==> config.mk <==
export PLATFORM = sky130hd
export DESIGN_NAME = divu_seq
export DESIGN_NICKNAME = d
export VERILOG_FILES = /design/src/rtl/divu_seq.sv
export SDC_FILE = /design/constraint.sdc
export NUM_CORES = 1
export LEC_CHECK = 0
export ABC_AREA = 1
export CORE_UTILIZATION = 51
export DETAILED_ROUTE_END_ITERATION = 16
export HOLD_SLACK_MARGIN = 0.05
export PLACE_DENSITY = 0.79
export SYNTH_ARGS = -nofsm -noshare
export SYNTH_HDL_FRONTEND = slang
export SYNTH_HIERARCHICAL = 1
export SYNTH_SLANG_ARGS = --single-unit
==> constraint.sdc <==
create_clock -name clk -period 2.1 [get_ports clk]
set_input_delay 0.42 -clock clk [delete_from_list [all_inputs] [get_ports clk]]
set_output_delay 0.42 -clock clk [all_outputs]
set_load 0.005 [all_outputs]
==> src/rtl/divu_seq.sv <==
// rtl/divu_seq.sv - sequential unsigned restoring divider built around a small alu
// One trial subtraction per clock; divide-by-zero completes without any RUN cycles.

module alu #(
  parameter int W = 9
) (
  input  logic [W-1:0] a,
  input  logic [W-1:0] b,
  input  logic         comp,
  input  logic         ci,
  input  logic [1:0]   f,
  output logic [W-1:0] q,
  output logic         uo,
  output logic         so
);

  logic [W-1:0] bx;
  logic [W-1:0] sum;
  logic         c;

  always_comb begin
    bx       = comp ? ~b : b;
    {c, sum} = {1'b0, a} + {1'b0, bx} + {{W{1'b0}}, ci};
    case (f)
      2'b00:   q = sum;
      2'b01:   q = a & bx;
      2'b10:   q = a | bx;
      default: q = a ^ bx;
    endcase
    // In subtract mode the carry is inverted so uo reads as a borrow.
    uo = (f == 2'b00) ? (c ^ comp) : 1'b0;
    so = (f == 2'b00) ? ((a[W-1] == bx[W-1]) && (sum[W-1] != a[W-1])) : 1'b0;
  end

endmodule

module divu_seq #(
  parameter int N = 8
) (
  input  logic         clk,
  input  logic         reset,
  input  logic         start,
  input  logic [N-1:0] dividend,
  input  logic [N-1:0] divisor,
  output logic         busy,
  output logic         done,
  output logic [N-1:0] quotient,
  output logic [N-1:0] remainder,
  output logic         dbz
);

  localparam int CW = (N > 2) ? $clog2(N) : 1;
  localparam logic [CW-1:0] LAST_COUNT = CW'(N - 1);
  localparam logic [CW-1:0] ONE        = CW'(1);

  typedef enum logic [1:0] {IDLE, RUN, DONE} state_t;

  state_t        state, state_nxt;
  logic [N-1:0]  psh, qsh, dsh;
  logic [N-1:0]  psh_nxt, qsh_nxt;
  logic [CW-1:0] count;
  logic [N:0]    trial, r;
  logic          uo;
  logic          so_unused;
  logic          r_msb_unused;
  logic          accept;

  assign trial        = {psh, qsh[N-1]};
  assign r_msb_unused = r[N];

  alu #(.W(N + 1)) u_alu (
    .a    (trial),
    .b    ({1'b0, dsh}),
    .comp (1'b1),
    .ci   (1'b1),
    .f    (2'b00),
    .q    (r),
    .uo   (uo),
    .so   (so_unused)
  );

  // Restore on borrow: keep the shifted partial remainder, quotient bit 0.
  assign psh_nxt = uo ? trial[N-1:0] : r[N-1:0];
  assign qsh_nxt = {qsh[N-2:0], ~uo};
  assign accept  = start && (state != RUN);

  always_ff @(posedge clk) begin
    if (reset) state <= IDLE;
    else       state <= state_nxt;
  end

  always_comb begin
    state_nxt = state;
    case (state)
      IDLE, DONE: begin
        if (start)              state_nxt = (divisor != '0) ? RUN : DONE;
        else if (state == DONE) state_nxt = IDLE;
      end
      RUN:     if (count == '0) state_nxt = DONE;
      default: state_nxt = IDLE;
    endcase
  end

  always_comb begin
    busy = (state == RUN);
    done = (state == DONE);
  end

  always_ff @(posedge clk) begin
    if (reset) begin
      psh       <= '0;
      qsh       <= '0;
      dsh       <= '0;
      count     <= '0;
      quotient  <= '0;
      remainder <= '0;
      dbz       <= 1'b0;
    end else if (accept) begin
      if (divisor != '0) begin
        psh   <= '0;
        qsh   <= dividend;
        dsh   <= divisor;
        count <= LAST_COUNT;
        dbz   <= 1'b0;
      end else begin
        quotient  <= '1;
        remainder <= dividend;
        dbz       <= 1'b1;
      end
    end else if (state == RUN) begin
      psh   <= psh_nxt;
      qsh   <= qsh_nxt;
      count <= count - ONE;
      if (count == '0) begin
        quotient  <= qsh_nxt;
        remainder <= psh_nxt;
      end
    end
  end

endmodule

Word-level counts from Yosys, hierarchy flattened
Index checks and enable logic that the tools add are counted.
{"block": "word_totals", "output_inout_bits": 19, "in_bits": 19, "ff_bits": 46, "elab_cells": 54}
{"block": "op_classes", "n_bitwise": 1, "n_eq_ne": 7, "n_reduce_logical": 11, "n_addsub": 3, "n_mux": 24}
{"operator": "$mux 8", "n": 15}
{"operator": "$add 10x1->10 const B", "n": 1}
{"operator": "$add 9x9->10", "n": 1}
{"operator": "$mux 3", "n": 3}
{"operator": "$not 8->9", "n": 1}
{"operator": "$mux 2", "n": 4}
{"operator": "$reduce_bool 8->1", "n": 1}
{"operator": "$ne 2x1->1 const B", "n": 3}
{"operator": "$reduce_and 2->1", "n": 3}
{"operator": "$pmux 2 s2", "n": 1}
{"operator": "$reduce_bool 2->1", "n": 2}
{"operator": "$logic_not 3->1", "n": 1}
{"operator": "$ne 3x3->1 const B", "n": 1}
{"operator": "$reduce_and 3->1", "n": 1}
{"operator": "$sub 3x1->3 const B", "n": 1}
{"operator": "$eq 2x1->1 const B", "n": 1}
{"operator": "$eq 2x2->1 const B", "n": 1}
{"operator": "$logic_not 2->1", "n": 1}
{"operator": "$ne 2x2->1 const B", "n": 1}
{"operator": "$reduce_or 2->1", "n": 1}
{"operator": "$logic_and 1x1->1", "n": 1}
{"operator": "$mux 1", "n": 1}

Longest topological paths before layout
Gate-level depths: netlist of the first run.
{"block": "depth", "word_depth": 7, "ltp_mapped": 21, "depth_no_buf": 19}

Hierarchy
The synthesis of the first run kept the hierarchy.
{"mod": "divu_seq", "area_each_um2": 2188.3, "cells_per_inst": 319, "seq_area_each_um2": 920.9, "n_inst": 1}
{"mod": "alu", "area_each_um2": 1039.7, "cells_per_inst": 185, "seq_area_each_um2": 0.0, "n_inst": 1}

Worst setup path after synthesis of the first run
Ideal clock, no wire load.
{"block": "synth_timing", "kind": "register to register", "startpoint": "reg dsh[7]", "endpoint": "reg remainder[5]", "required_ns": 2.032, "arrival_ns": 2.051, "path_stages_with_launch": 17, "setup_time_ns": 0.068, "path_buffers": 1, "path_slack_ns": -0.019, "synth_period_minus_slack_ns": 2.119, "cell_sequence": "dfxtp_1 -> xnor2_1 -> ha_1 -> nand2_1 -> inv_1 -> a21oi_1 -> nand3_1 -> nand2_1 -> nand2_1 -> nor2_1 -> inv_1 -> buf_2 -> o21ai_0 -> nand2_1 -> nand2_1 -> nand2_2 -> a21oi_2"}
{"block": "synth_via", "elab_chain_cells": 7}
{"element": "from (decl)", "line_no": "59", "text": "logic [N-1:0] psh, qsh, dsh;"}
{"element": "from (signal assigned)", "line_no": "122", "text": "dsh <= divisor;"}
{"element": "$not 8->9", "line_no": "22", "text": "bx = comp ? ~b : b;"}
{"element": "$add 9x9->10", "line_no": "23", "text": "{c, sum} = {1'b0, a} + {1'b0, bx} + {{W{1'b0}}, ci};"}
{"element": "$add 10x1->10", "line_no": "23"}
{"element": "$mux 8", "line_no": "83", "text": "assign psh_nxt = uo ? trial[N-1:0] : r[N-1:0];"}
{"element": "$mux 8", "line_no": "134", "text": "if (count == '0) begin"}
{"element": "$mux 8", "line_no": "130", "text": "end else if (state == RUN) begin"}
{"element": "$mux 8", "line_no": "118", "text": "end else if (accept) begin"}
{"element": "to (signal assigned)", "line_no": "127", "text": "remainder <= dividend;"}
{"element": "to (signal assigned)", "line_no": "136", "text": "remainder <= psh_nxt;"}
{"element": "to (decl)", "line_no": "48", "text": "output logic [N-1:0] remainder,"}
No other way between the ends. The select of a mux whose other input is x is not followed.
A chain may end at the register's enable or synchronous reset.

Worst setup path after layout of the first run
{"block": "layout_timing", "startpoint": "reg dsh[6]", "endpoint": "reg remainder[4]"}
Same word-level chain as after synthesis.

==> flow_summary_export.csv, run 1 <==
group,metric,value,unit
floorplan,dieArea,6440,um^2
floorplan,fp.coreArea,5920,um^2
pwr,p_int,1.78,mW
timing,fin_crit_sh,114,%
grt,first_pass_grt_wire_length,13800,um
critical_path,cp_slowest_cell,"sky130_fd_sc_hd__dfxtp_2",
critical_path,delay_heaviest_family_cp,"simple AND/OR/NAND/NOR gates",
layout,layout-drive-gt1-share,22.2,%
timing,setup-tns-final,-4.57,ns
critical_path,required,2.35,ns
grt,gr-total-overflow,0,
synth,syn-instance-count,481,
timing,fin_worst_skew,0.0116,ns
timing,setup_repair_after_global_routing_missed_its_margin,"true",
critical_path,end_kind,"flip-flop",
floorplan,die_y_extent,80.3,um
floorplan,pin_count,38,
critical_path,worst_path_buffer_plus_inverter_count,1,
grt,antenna_found_initial,0,
layout,n_fill_cell,505,
routing,post_drt_via_cell_ratio,5.16,
routing,route.detailed.drc,0,
routing,dr.pass1.iters,5,
pwr,power_dens_cells,671,nW/um^2
critical_path,critical_path.reg2reg.endpoint,"remainder[4]",
routing,vias,3314,
clock_network,clock_tree.htree_level_count,2,
clock_network,cts.sinks,46,
floorplan,floorplan.rows,28,
placed_design,place.detailed.instances,627,
clock_network,cts.clk_slew.worst_paths,0.10,ns
pwr,switching_power,1.03,mW
layout,seqCellArea,932,um^2
clock_network,insertion_delay,0.31,ns
min_path,worst_hold_class,"flip-flop to flip-flop",
placed_design,buffer_ports.inserted,37,
job,drv.max_cap_violation_count,0,
layout,final_nets,607,
critical_path,setup.reg_to_reg.worst_slack,-0.29,ns
timing,slew_viol_final,0,
timing,finalWorstPathRequiredPeriod,2.39,ns
layout,multiInputGateArea,2010,um^2
min_path,number_of_cells_on_the_worst_hold_path,2,
timing,final_critical_path_setup_slack,-0.293,ns
layout,final_cell_count_no_fill,642,
status,outcome,"finished with violations",
floorplan,fp.dieW,80.3,um
critical_path,max_stage_delay,0.34,ns
critical_path,cp.arrival,2.65,ns
pwr,combPwrFrac,43.0,%
clock_network,clock_root_buffer,"sky130_fd_sc_hd__clkbuf_8",
critical_path,critPathMaxFanout,7,
critical_path,worstSetupPathType,"flip-flop to flip-flop",
routing,drt_iter0_drc,299,
routing,routedWlPerCell,13.4,um
timing,setup-violations-final,18,
critical_path,crit-reg2reg-launch,"dsh[6]",
grt,grt_start_max_net_pins,29,
synth,synth.cell_area,3120,um^2
pwr,pwr-share-clk,21.1,%
clock_network,tritoncts.num_buffers,5,
pwr,p_leak,2.09,nW
min_path,min_from,"quotient[5]",
timing,max_clock_freq,418,MHz
grt,track_usage,27.9,%
routing,finalWirelength,8580,um
timing,worst_hold_slack,0.472,ns
timing,hold_violations_final,0,
clock_network,clock_tree_from_tritoncts,"done",
floorplan,floorplan.initialDensity,52.8,%
min_path,hold_end,"quotient[5]",
placed_design,dp_hpwl,6140,um
pwr,vdd_drop_max,0.000449,V
layout,area_growth,34.0,%
critical_path,ordered_list_of_cells_on_the_worst_path,"xnor2_2 -> ha_1 -> nand2_1 -> nand2_2 -> a21oi_2 -> nand3_2 -> nand2_2 -> nand2_2 -> nor2_4 -> clkinvlp_4 -> o21ai_2 -> nand2_2 -> nand2_1 -> nand2_1 -> a21oi_2",
layout,antenna_cell_count,0,
routing,ant_nets,0,
synth,synthesis.yosys.warnings,6,
critical_path,critical_path.most_common_cell,"sky130_fd_sc_hd__nand2_2",
pwr,netSwitchingFraction,36.6,%
layout,finish.utilization,70.7,%
placed_design,globalplace.congestion,0.896,
clock_network,clock_path_buffers,2,
grt,via_count_of_the_first_global_routing_pass,3135,
pwr,power,2.81,mW
synth,post_synth.cell_area_avg,6.50,um^2
critical_path,start_kind,"flip-flop",
critical_path,worst-r2r-cell-count,15,
status,failing_checks,"setup timing",
pwr,power.sequential.fraction,35.9,%
-- placed cells by master, fill, tap and decap left out, types with 2 or more instances in the layout --
cell / n
sky130_fd_sc_hd__fa_2: 2
sky130_fd_sc_hd__a21oi_2: 7
sky130_fd_sc_hd__nand2_2: 16
sky130_fd_sc_hd__clkinv_1: 2
sky130_fd_sc_hd__or2_2: 2
sky130_fd_sc_hd__buf_6: 2
sky130_fd_sc_hd__nand3b_1: 4
sky130_fd_sc_hd__nor2_2: 4
sky130_fd_sc_hd__a21oi_1: 16
sky130_fd_sc_hd__dfxtp_2: 6
sky130_fd_sc_hd__ha_1: 18
sky130_fd_sc_hd__nor2_4: 4
sky130_fd_sc_hd__inv_4: 2
sky130_fd_sc_hd__inv_1: 74
sky130_fd_sc_hd__clkdlybuf4s50_1: 37
sky130_fd_sc_hd__nand2_4: 3
sky130_fd_sc_hd__xnor2_1: 3
sky130_fd_sc_hd__o22ai_1: 5
sky130_fd_sc_hd__o21ai_1: 13
sky130_fd_sc_hd__o21ai_0: 18
sky130_fd_sc_hd__ha_4: 2
sky130_fd_sc_hd__o21ai_2: 8
sky130_fd_sc_hd__conb_1: 11
sky130_fd_sc_hd__xnor2_2: 5
sky130_fd_sc_hd__o2111ai_1: 2
sky130_fd_sc_hd__nand2_1: 107
sky130_fd_sc_hd__inv_2: 6
sky130_fd_sc_hd__buf_4: 42
sky130_fd_sc_hd__nor2_1: 54
sky130_fd_sc_hd__nand3_1: 31
sky130_fd_sc_hd__o21bai_1: 4
sky130_fd_sc_hd__clkbuf_8: 6
sky130_fd_sc_hd__dfxtp_1: 39
-- power groups by stage --
stage / registers [mW] / clock network, mW / logic, mW
3_3_place_gp: 1.02 / 0 / 1.01
6_report: 1.01 / 0.593 / 1.21
4_1_cts: 1.00 / 0.587 / 1.12
2_1_floorplan: 1.02 / 0 / 0.653
3_5_place_dp: 1.02 / 0 / 1.05
5_1_grt: 1.02 / 0.631 / 1.33
-- metal layers --
metal  wire (um)  global-route usage (%)  vias to the layer above
met3         569                    4.55                       26
met5           0                       0                        -
li1            -                       -                     1642
met1        3500                    33.6                     1499
met2        4260                    49.1                      147
met4         250                    10.9                        0
-- what timing repair did --
item                                   4_1_cts  5_1_grt
gates resized for setup                     31       30
endpoints found under the hold margin        0        0
setup endpoints to repair                   18       18
gates cloned                                 1        0
hold buffers                                 0        0
pin swaps                                   18       20
buffers inserted                             4        2
-- worst max path at each step --
| stage | slack (ns) | cells after the start | endpoint | startpoint |
|---|---|---|---|---|
| after CTS | -0.12 | 16 | remainder[4] | dsh[0] |
| final | -0.29 | 15 | remainder[4] | dsh[6] |
| after floorplan | 0.02 | 13 | remainder[2] | dsh[0] |
| after global routing | -0.41 | 18 | remainder[4] | dsh[2] |
| after detailed placement | -0.30 | 16 | remainder[4] | dsh[0] |
| after global placement | -0.27 | 16 | remainder[4] | dsh[0] |
-- flip-flops by register name (all words and copies together), names as in the netlist --
register   cells
qsh            8
psh            8
state          2
count          3
quotient       8
remainder      8
dbz            1
dsh            8
-- worst reg2reg max path: stages (launching register included) --
cell                         delay (ns)
sky130_fd_sc_hd__dfxtp_2           0.34
sky130_fd_sc_hd__xnor2_2           0.14
sky130_fd_sc_hd__ha_1              0.33
sky130_fd_sc_hd__nand2_1           0.09
sky130_fd_sc_hd__nand2_2           0.06
sky130_fd_sc_hd__a21oi_2           0.18
sky130_fd_sc_hd__nand3_2           0.10
sky130_fd_sc_hd__nand2_2           0.08
sky130_fd_sc_hd__nand2_2           0.06
sky130_fd_sc_hd__nor2_4            0.18
sky130_fd_sc_hd__clkinvlp_4        0.24
sky130_fd_sc_hd__o21ai_2           0.21
sky130_fd_sc_hd__nand2_2           0.09
sky130_fd_sc_hd__nand2_1           0.06
sky130_fd_sc_hd__nand2_1           0.07
sky130_fd_sc_hd__a21oi_2           0.11
-- stage by stage --
stage / worst slack [ns] / instance area (um^2)
floorplan: 0.0157 / 3160
global placement: -0.267 / 3840
detailed placement: -0.303 / 3840
CTS: -0.122 / 4060
global route: -0.406 / 4190
finish: -0.293 / 4190
-- area by class of cell --
cell class | count | area share, %
flip-flops and latches | 46 | 22.3
multi-input cells | 346 | 48.0
repair buffers | 82 | 17.4
inverters | 84 | 7.65
clock buffers | 7 | 2.06
repair inverters | 1 | 0.179
clock inverters | 1 | 0.209
well taps | 75 | 2.24
Power figures use the tool's default switching activity.
==> run 2, diff against run 1 <==
CORE_UTILIZATION = 57   (was 51)
PLACE_DENSITY = 0.83   (was 0.79)
clock period = 2.4 ns   (was 2.1 ns; I/O delays follow)
==> run 2 against run 1 <==
Net effect:
- the run still ends with setup timing left
- flip-flop and latch count did not move
- clock power is 13% lower
- setup slack better by 0.27 ns
- register-to-register slack gained 0.27 ns
- utilization is 5.0 points higher
- global-route usage grew 0.18 points
- sequential power fell by 13%
- non-clock buffer count shrank 20
- largest cell class unchanged
- highest routed layer unchanged
==> flow_summary_export.csv, run 2 (synthesis gave the netlist of run 1 again) <==
group,metric,value,unit
clock_network,clock_tree.htree_level_count,2,
min_path,hold_end,"quotient[3]",
layout,finish.utilization,75.7,%
placed_design,place.detailed.instances,599,
timing,finalWorstPathRequiredPeriod,2.42,ns
grt,gr-total-overflow,0,
pwr,power_dens_cells,590,nW/um^2
critical_path,setup.reg_to_reg.worst_slack,-0.02,ns
placed_design,dp_slack,-0.0600,ns
status,failing_checks,"setup timing",
layout,layout.cells.most_common_list,"109 x sky130_fd_sc_hd__nand2_1, 75 x sky130_fd_sc_hd__inv_1, 56 x sky130_fd_sc_hd__nor2_1",
status,outcome,"finished with violations",
clock_network,cts.sinks,46,
timing,fin_worst_skew,0.00870,ns
layout,final_common_cell,"sky130_fd_sc_hd__nand2_1",
routing,vias,3193,
layout,final_nets,587,
min_path,worst_hold_class,"flip-flop to flip-flop",
min_path,number_of_cells_on_the_worst_hold_path,2,
timing,hold_violations_final,0,
layout,antenna_cell_count,0,
routing,drt_iter0_drc,297,
grt,grt_start_max_net_pins,22,
routing,ant_nets,0,
floorplan,floorplan.initialDensity,60.0,%
timing,worst_hold_slack,0.468,ns
routing,finalWirelength,8130,um
timing,setup-violations-final,4,
timing,fin_crit_sh,101,%
timing,setup_repair_after_global_routing_missed_its_margin,"true",
grt,antenna_found_initial,0,
placed_design,globalplace.congestion,0.914,
critical_path,end_kind,"flip-flop",
timing,setup-tns-final,-0.0361,ns
critical_path,cp.arrival,2.63,ns
floorplan,floorplan.rows,26,
routing,routedWlPerCell,13.2,um
floorplan,pin_count,38,
grt,via_count_of_the_first_global_routing_pass,2985,
routing,dr.pass1.iters,4,
job,drv.max_cap_violation_count,0,
floorplan,dieArea,5780,um^2
critical_path,worstSetupPathType,"flip-flop to flip-flop",
floorplan,fp.coreArea,5200,um^2
pwr,vdd_drop_max,0.000400,V
layout,n_fill_cell,404,
pwr,power,2.33,mW
critical_path,worst-r2r-cell-count,16,
timing,final_critical_path_setup_slack,-0.0210,ns
critical_path,required,2.61,ns
min_path,min_from,"quotient[3]",
timing,worst_slew_margin_rel,45.9,%
placed_design,buffer_ports.inserted,37,
critical_path,crit-reg2reg-launch,"dsh[6]",
layout,layout-drive-gt1-share,16.3,%
placed_design,dp_hpwl,5730,um
floorplan,die_y_extent,76.0,um
grt,track_usage,28.1,%
clock_network,tritoncts.num_buffers,5,
placed_design,placed_area,3650,um^2
critical_path,critical_path.reg2reg.endpoint,"psh[2]",
layout,final_cell_count_no_fill,617,
timing,max_clock_freq,413,MHz
timing,slew_viol_final,0,
routing,post_drt_via_cell_ratio,5.18,
clock_network,insertion_delay,0.30,ns
critical_path,start_kind,"flip-flop",
clock_network,clock_root_buffer,"sky130_fd_sc_hd__clkbuf_8",
timing,max_slew.worst_pin.slew,0.812,ns
layout,area_growth,26.1,%
clock_network,clock_tree_from_tritoncts,"done",
routing,route.detailed.drc,0,
clock_network,cts.clk_slew.worst_paths,0.09,ns
floorplan,fp.dieW,76.0,um
layout,final_design_area_no_fill,3940,um^2
pwr,p_leak,1.98,nW
grt,first_pass_grt_wire_length,13200,um
critical_path,critPathMaxFanout,7,
clock_network,clock_path_buffers,2,
==> run 2: cell count changes in the layout (fill, tap and decap cells not counted), moves of 3 or more <==
cell                      delta
sky130_fd_sc_hd__buf_4      -17
sky130_fd_sc_hd__a21oi_1     +4
sky130_fd_sc_hd__a21oi_2     -4
sky130_fd_sc_hd__dfxtp_1     +3
sky130_fd_sc_hd__dfxtp_2     -3
sky130_fd_sc_hd__o21ai_2     -3
==> run 2: area by class of cell <==
type | count | area (um^2) | area share, %
Clock buffer | 7 | 86.3 | 2.19
Inverter | 84 | 318 | 8.07
Timing Repair Buffer | 62 | 558 | 14.2
Multi-Input combinational cell | 346 | 1940 | 49.4
Timing Repair inverter | 1 | 7.51 | 0.191
Tap cell | 70 | 87.6 | 2.22
Clock inverter | 1 | 8.76 | 0.222
Sequential cell | 46 | 928 | 23.6
==> run 2: critical path: stages (launching register included) <==
cell and delay, ns:
sky130_fd_sc_hd__dfxtp_1 0.33, sky130_fd_sc_hd__xnor2_1 0.15, sky130_fd_sc_hd__ha_1 0.38, sky130_fd_sc_hd__nand2_1 0.09
sky130_fd_sc_hd__nand2_1 0.08, sky130_fd_sc_hd__a21oi_2 0.16, sky130_fd_sc_hd__nand3_2 0.11, sky130_fd_sc_hd__nand2_2 0.11
sky130_fd_sc_hd__nand2_2 0.07, sky130_fd_sc_hd__nor2_4 0.17, sky130_fd_sc_hd__clkinvlp_4 0.19, sky130_fd_sc_hd__nand2_1 0.09
sky130_fd_sc_hd__o21ai_1 0.06, sky130_fd_sc_hd__nand2_1 0.09, sky130_fd_sc_hd__inv_1 0.07, sky130_fd_sc_hd__nor2_1 0.11
sky130_fd_sc_hd__nor2_1 0.06
==> run 2: worst max-delay path by stage <==
stage	start	endpoint
2_1_floorplan	dsh[4]	remainder[5]
3_3_place_gp	dsh[4]	remainder[5]
3_5_place_dp	dsh[0]	remainder[4]
4_1_cts	dsh[4]	remainder[0]
5_1_grt	dsh[4]	psh[2]
6_report	dsh[6]	psh[2]
==> run 2: timing repair <==
item                       in CTS  in global routing
hold buffers                    0                  0
setup endpoints to repair      11                 18
pin swaps                       0                 22
gates cloned                    0                  1
gates resized for setup         2                 38
buffers inserted                0                  9
==> run 2: per-layer routing <==
layer / GRT usage (%) / share of wire, %
met1: 35.4 / 43
met4: 11.2 / 2.3
met3: 4.19 / 5.0
met2: 48.1 / 49
met5: 0 / 0
==> run 2: where the power goes <==
group / leakage [nW] / internal [mW] / switching [mW]
Combinational: 1.55 / 0.395 / 0.534
Clock: 0.0489 / 0.238 / 0.275
Sequential: 0.380 / 0.838 / 0.0446
